## src/rtl/if_fetch_unit.sv

```systemverilog
// Instruction-fetch stage feeding the IF/ID register: owns the PC, runs the
// busywait read handshake to instruction memory, buffers a word across stalls.
module if_fetch_unit #(
  parameter logic [31:0] RESET_PC  = 32'h0000_0000,
  parameter logic [31:0] NOP_INSTR = 32'h0000_0013
) (
  input  logic        CLK,
  input  logic        RESET,
  input  logic        STALL,
  input  logic        BRANCH_TAKEN,
  input  logic [31:0] BRANCH_TARGET,
  input  logic [31:0] IMEM_READDATA,
  input  logic        IMEM_BUSYWAIT,
  output logic        IMEM_READ,
  output logic [31:0] IMEM_ADDRESS,
  output logic [31:0] PC_OUT,
  output logic [31:0] PC_PLUS_FOUR_OUT,
  output logic [31:0] INSTRUCTION_OUT,
  output logic        BUSYWAIT,
  output logic [1:0]  DEBUG_STATE
);

  // Handshake: a read is requested while IMEM_READ=1 and completes in the
  // first cycle IMEM_BUSYWAIT=0; IMEM_ADDRESS is frozen until then. Towards
  // IF/ID, an instruction is taken on the rising edge where BUSYWAIT=0.

  typedef enum logic [1:0] {
    FETCH   = 2'd0,
    HOLD    = 2'd1,
    DISCARD = 2'd2
  } state_t;

  state_t      state;
  logic [31:0] pc;
  logic [31:0] hold_buf;
  logic [31:0] pending_pc;

  logic [31:0] branch_pc;
  logic [31:0] pc_plus_four;
  logic        in_fetch;
  logic        in_hold;
  logic        in_discard;
  logic        valid;
  logic        unused_target_lsbs;

  assign branch_pc          = {BRANCH_TARGET[31:2], 2'b00};
  assign pc_plus_four       = pc + 32'd4;
  assign unused_target_lsbs = ^BRANCH_TARGET[1:0];

  // Gating with RESET makes the outputs fall back to their idle values the
  // instant reset is asserted, not at the next clock edge.
  assign in_fetch   = RESET && (state == FETCH);
  assign in_hold    = RESET && (state == HOLD);
  assign in_discard = RESET && (state == DISCARD);

  assign valid            = (in_fetch && !IMEM_BUSYWAIT) || in_hold;
  assign IMEM_READ        = in_fetch || in_discard;
  assign IMEM_ADDRESS     = pc;
  assign PC_OUT           = pc;
  assign PC_PLUS_FOUR_OUT = pc_plus_four;
  assign BUSYWAIT         = !valid || STALL || BRANCH_TAKEN;
  assign DEBUG_STATE      = state;

  always_comb begin
    INSTRUCTION_OUT = NOP_INSTR;
    if (in_fetch)
      INSTRUCTION_OUT = IMEM_READDATA;
    else if (in_hold)
      INSTRUCTION_OUT = hold_buf;
  end

  always_ff @(posedge CLK or negedge RESET) begin
    if (!RESET) begin
      state      <= FETCH;
      pc         <= RESET_PC;
      hold_buf   <= NOP_INSTR;
      pending_pc <= 32'h0000_0000;
    end else begin
      unique case (state)
        FETCH: begin
          if (BRANCH_TAKEN) begin
            // A redirect during a busy access cannot move the address yet,
            // so park the target and let the old access drain.
            if (IMEM_BUSYWAIT) begin
              pending_pc <= branch_pc;
              state      <= DISCARD;
            end else begin
              pc <= branch_pc;
            end
          end else if (!IMEM_BUSYWAIT) begin
            if (STALL) begin
              hold_buf <= IMEM_READDATA;
              state    <= HOLD;
            end else begin
              pc <= pc_plus_four;
            end
          end
        end

        HOLD: begin
          if (BRANCH_TAKEN) begin
            pc    <= branch_pc;
            state <= FETCH;
          end else if (!STALL) begin
            pc    <= pc_plus_four;
            state <= FETCH;
          end
        end

        DISCARD: begin
          if (!IMEM_BUSYWAIT) begin
            pc    <= BRANCH_TAKEN ? branch_pc : pending_pc;
            state <= FETCH;
          end else if (BRANCH_TAKEN) begin
            pending_pc <= branch_pc;
          end
        end

        default: begin
          state <= FETCH;
        end
      endcase
    end
  end

endmodule

```

## config.mk

```make
export PLATFORM = sky130hd
export DESIGN_NAME = if_fetch_unit
export DESIGN_NICKNAME = d
export VERILOG_FILES = /design/src/rtl/if_fetch_unit.sv
export SDC_FILE = /design/constraint.sdc
export NUM_CORES = 1
export LEC_CHECK = 0
export BUFFER_PORTS_ARGS = -buffer_cell sky130_fd_sc_hd__buf_2
export CAP_MARGIN = 20
export CORE_ASPECT_RATIO = 2
export CORE_MARGIN = 2
export CORE_UTILIZATION = 40
export CTS_CLUSTER_DIAMETER = 150
export DETAILED_ROUTE_END_ITERATION = 8
export HOLD_SLACK_MARGIN = 0.1
export PLACE_DENSITY = 0.66
export SLEW_MARGIN = 15
export SYNTH_ARGS = -nofsm -noshare
export SYNTH_HDL_FRONTEND = slang
export SYNTH_SLANG_ARGS = --single-unit
```

## constraint.sdc

```tcl
create_clock -name CLK -period 2.8 [get_ports CLK]
set_input_delay 0.28 -clock CLK [delete_from_list [all_inputs] [get_ports CLK]]
set_output_delay 0.28 -clock CLK [all_outputs]
set_load 0.05 [all_outputs]
```

* Word-level counts from Yosys, hierarchy flattened
Cells that the tools add are included.
** Storage, ports and cells
- Register bits :: 98
- Output and inout bits :: 132
- Logic and storage cells :: 57
** Operators by class
- $add $sub $neg :: 1
- Eq/ne operators :: 11
- Muxes and demuxes :: 22
- Bitwise operators :: 2
- Reductions and logical operators :: 17
** Operator list (number)
- two-way mux 32 bit :: 12
- case mux 32 bit (3 select lines) :: 1
- case mux 32 bit (2 select lines) :: 1
- adder 32 x 3 -> 32 bit, second input constant :: 1
- two-way mux 2 bit :: 7
- inequality test 3 bit, second input constant :: 4
- inequality test 2 bit, second input constant :: 5
- AND reduction 4 bit :: 2
- case mux 2 bit (3 select lines) :: 1
- AND reduction 5 bit :: 1
- logical AND 1 bit :: 4
- logical OR 1 bit :: 4
- AND reduction 3 bit :: 1
- nonzero test 3 bit :: 1
- == test 2 x 1 -> 1 bit, second input constant :: 1
- == test 2 bit, second input constant :: 1
- logical NOT 1 bit :: 2
- logical NOT 2 bit :: 1
- inverter 1 bit :: 2
- nonzero test 2 bit :: 1

* Logic depth before layout (Yosys ltp)
- Depth after elaboration :: 7
- Depth in mapped cells :: 8
- Depth with buffers taken out :: 6

* Least setup slack after synthesis
No wires, ideal clock.
- Path type :: reg2out
- From :: reg state[0], in the netlist DEBUG_STATE[0]
- To :: out INSTRUCTION_OUT[21]
- Arrival :: 2.867 ns
- Required time :: 2.520 ns
- Slack :: -0.347 ns
- Stages on the path, launching flop included :: 7
- Buffers on the path :: 3
- Cell sequence :: dfrtp_1 -> buf_2 -> nor2b_1 -> nor2b_1 -> clkbuf_1 -> clkbuf_1 -> a22o_1
** Between the ends
- Cells in the longest elaborated chain, start to end :: 4
** RTL lines
- start: declaration :: line 33 : state_t state;
- start signal: assignment :: line 74 : state <= FETCH;
- start signal: assignment :: line 86 : state <= DISCARD;
- start signal: assignment :: line 93 : state <= HOLD;
- == test 2 x 1 -> 1 bit :: line 53 : assign in_hold = RESET && (state == HOLD);
- logical AND 1 bit :: line 53
- two-way mux 32 bit :: line 68 : else if (in_hold)
- two-way mux 32 bit * :: line 66 : if (in_fetch)
- end: declaration :: line 18 : output logic [31:0] INSTRUCTION_OUT,
Mark *: on every way between the ends. The rest lies on a longest branch, timed or not.

* Worst setup path after layout
- From :: reg pc[3], in the netlist IMEM_ADDRESS[3]
- To :: out PC_PLUS_FOUR_OUT[28]
** Between the ends
- Cells in the longest elaborated chain, start to end :: 1
** RTL lines
- start: declaration :: line 34 : logic [31:0] pc;
- start signal: assignment :: line 88 : pc <= branch_pc;
- start signal: assignment :: line 95 : pc <= pc_plus_four;
- start signal: assignment :: line 102 : pc <= branch_pc;
- adder 32 x 3 -> 32 bit :: line 47 : assign pc_plus_four = pc + 32'd4;
- end: declaration :: line 17 : output logic [31:0] PC_PLUS_FOUR_OUT,
Every way passes these cells.

==> key figures <==
STA
  – Worst slew pin tran: 0.7183 ns
  – Fin. Hold Viols: 0
  – Setup violators final: 0
  – Max_slew headroom: 0.5200
  – TNS Setup: 0 ns
  – Crit share post-route: 0.9654
  – Max Transition Viols Final: 0
  – RSZ-0062 raised after global routing: no
  – Final min period: 2.703 ns
  – Top achievable clock speed: 369.9 MHz
  – Layout Skew: 0.01371 ns

GRT
  – Global route total overflow: 0
  – Vias in the first global route: 4,845
  – All-layer global routing usage: 0.2102
  – First-pass GRT wire length: 24,550 um
  – Initial antenna violation count: 0
  – Largest net degree at the start of global routing: 53

Yosys
  – Synth async-reset ratio: 1.000
  – Sequential share of the synthesized area: 0.4356
  – Syn avg cell area: 10.21 sq um
  – Cell count after synthesis: 552
  – YS warnings: 0
  – Post-synth EDFFs: 0
  – Yosys reg bits: 98
  – Cell area after synthesis: 0.005638 sq mm
  – Synth Net Count: 622
  – Top_reg_cell synth: dfrtp_1
  – Cell variety after synth: 56

Drt
  – Drt first-iter violations: 135
  – Via/cell ratio: 5.332
  – WL per Instance: 17.40 um
  – Via count: 4,820
  – DRT antenna net count: 0
  – Final WL: 15,730 um
  – Pre-antenna DRT Iters: 4
  – DRC: 0

Pwr
  – Sw Ratio: 0.4504
  – Maximum vdd drop: 0.0005199 V
  – Cell Pwr Density: 765.5 mW/mm^2
  – Sequential share of power: 0.370
  – Logic pwr share: 0.414
  – Pwr Total: 5.389 mW
  – Int Pwr: 2.962 mW
  – Static leakage: 3.436 nW
  – Clock group share of total power: 0.216
  – Net switching power: 2.427 mW

Worst setup path
  – CP max stage delay: 0.42 ns
  – CP max FO: 7
  – CP Class: reg -> out
  – CP required: 2.52 ns
  – Slowest CP cell: dfrtp_2
  – Cell count along the critical path: 7
  – Reg2reg start: IMEM_ADDRESS[3]$_DFFE_PN0P_
  – Worst r2r path cells: 7
  – CP cell instances: ha_1, nand4_1, nor4_4, buf_4, nand4_1, xnor2_2, buf_4
  – Setup crit start: IMEM_ADDRESS[3]$_DFFE_PN0P_
  – CP startpoint kind: flip-flop
  – Reg2Reg Setup Slack: 0.53 ns
  – Crit path to: PC_PLUS_FOUR_OUT[28]
  – Worst Setup End Kind: output port
  – Reg-to-reg endpoint: IMEM_ADDRESS[30]$_DFFE_PN0P_
  – WP buf/inv: 2
  – Worst Path Arrival: 2.42 ns
  – Crit path max-delay family: simple AND/OR/NAND/NOR gates

Placed design
  – IO buf count: 198
  – Final estimated routing congestion in global placement: 0.8351
  – Dpl hpwl: 11,730 um

Clocking
  – Clk pin slew, worst setup/hold paths: 0.07 ns
  – Number of H-tree levels: 3
  – Worst skew pair latency: 0.34 ns
  – CTS tree: built
  – Total clock sinks: 98
  – Root buf cell: clkbuf_16
  – CTS buffer count: 9
  – CTS max path bufs: 2

Floorplan
  – Core Region: 0.01381 sq mm
  – Die Area: 0.01512 sq mm
  – Chip width: 87.95 um
  – I/O pin cnt: 201
  – Initial Util: 0.4081
  – Die Y: 171.9 um
  – Row count: 61

Min path
  – HP Start: BRANCH_TARGET[6]
  – Worst Hold Class: in -> reg

Cells and area
  – Synthesis-to-layout area growth: 24.86%
  – Post-layout nets: 780
  – Register area: 0.002457 sq mm
  – Number of diodes: 0
  – Filler Cell Count: 1,331
  – Multi-input gate area: 0.002850 sq mm
  – Fraction of layout cells with a size suffix above 1: 0.4587

Flow run
  – MaxCap Viol Count: 0

Status
  – Status: finished clean
[registers in the layout (all words and copies together) (netlist names)]
name / count
IMEM_ADDRESS: 32
hold_buf: 32
pending_pc: 32
DEBUG_STATE: 2
[routing by layer]
layer | GRT usage | routed length [um] | share of wire | up-vias
li1 | - | - | - | 2285
met1 | 0.2263 | 5745 | 0.37 | 2361
met2 | 0.4078 | 9007 | 0.57 | 159
met3 | 0.03150 | 752 | 0.048 | 15
met4 | 0.06288 | 228 | 0.014 | 0
met5 | 0 | 0 | 0 | -
[power groups by stage]
stage	sequential (mW)	combinational (mW)	clock, mW
2_1_floorplan	2.24	1.54	0
3_3_place_gp	1.99	2.22	0
3_5_place_dp	2.02	2.23	0
4_1_cts	1.99	2.25	1.21
5_1_grt	2.04	2.35	1.26
6_report	1.99	2.23	1.17
[placed cells by master, fill, tap and decap left out, types with 4 or more instances in the layout]
cell type / instances
o31ai_1: 6
xor2_1: 9
xnor2_2: 9
clkbuf_16: 9
and3_1: 15
nor2_1: 25
dfrtp_1: 94
nor2b_1: 4
nor3_1: 11
a21oi_1: 22
mux2_2: 63
a221o_1: 6
and4_1: 4
inv_1: 4
mux2i_1: 8
o21ai_0: 27
a31oi_1: 4
buf_4: 23
nand2_1: 41
and2_1: 4
nand3_1: 17
buf_2: 194
a22o_1: 31
xnor2_1: 8
nand4_1: 11
[area by class of cell]
type,instances,area share
flip-flops and latches,98,0.3491
clock inverters,6,0.005688
well taps,189,0.03359
clock buffers,10,0.03395
multi-input cells,376,0.4049
inverters,4,0.002133
repair buffers,221,0.1706
[worst min path at each step]
stage,to,cells after the start
after floorplan,DEBUG_STATE[0]$_DFFE_PN0P_,0
after global placement,pending_pc[20]$_DFFE_PN0P_,1
after detailed placement,pending_pc[20]$_DFFE_PN0P_,1
after CTS,pending_pc[6]$_DFFE_PN0P_,2
after global routing,pending_pc[6]$_DFFE_PN0P_,2
final,pending_pc[6]$_DFFE_PN0P_,2
[cell families (layout without fill, tap and decap cells)]
logic type	Yosys count	count (layout)	share of synthesized area
simple gates	154	154	0.1469
compound gates	122	122	0.1554
flops	98	98	0.4356
buf+inv	78	241	0.07634
mux	71	71	0.1400
xor+xnor	28	28	0.04350
fa+ha+maj	1	1	0.002219
[worst reg2reg max path: cells and delay by family, from the launching register on]
kind                       cells  cell delay (ns)
AOI/OAI and AO/OA              1             0.36
xor gates and xnor gates       1             0.20
adders and majority gates      1             0.22
buffers and inverters          1             0.20
and+or+nand+nor                3             0.76
DFF                            1             0.42
[cells in the mapped netlist, types with 4 or more instances]
library cell / instances / area share
mux2i_1: 8 / 0.014
xor2_1: 11 / 0.017
nor3_1: 11 / 0.0098
and2_1: 4 / 0.0044
a31oi_1: 4 / 0.0044
nor4_1: 4 / 0.0044
and4_1: 4 / 0.0062
clkbuf_1: 26 / 0.017
o31ai_1: 6 / 0.0080
nand2_1: 41 / 0.027
nand3_1: 17 / 0.015
nor2b_1: 6 / 0.0067
inv_1: 4 / 0.0027
nor2_1: 25 / 0.017
a21oi_1: 22 / 0.020
a221o_1: 6 / 0.011
buf_1: 6 / 0.0040
a22o_1: 31 / 0.048
nand4_1: 11 / 0.012
buf_2: 8 / 0.0071
o21ai_0: 27 / 0.024
buf_4: 34 / 0.045
mux2_2: 63 / 0.13
and3_1: 15 / 0.017
dfrtp_1: 95 / 0.42
xnor2_1: 17 / 0.026
[repair_timing]
action | in CTS | in global routing
hold endpoints to repair | 4 | 0
setup endpoints to repair | 6 | 7
buffers inserted | 2 | 1
gates resized for setup | 2 | 2
hold buffers | 1 | 0
pin swaps | 2 | 1
[metrics by stage]
stage	std cells	hold WS, ns	setup WS (ns)	util	instance area, sq um
after floorplan	552	-0.01559	0.02019	-	5728
after detailed placement	884	0.1144	0.2547	0.4864	6719
after global placement	884	0.1158	0.3093	0.4864	6719
final	904	0.1830	0.09692	0.5096	7039
after global routing	904	0.1775	0.008830	0.5096	7039
after CTS	903	0.1678	0.01284	0.5087	7028
(Power assumes the default switching activity.)
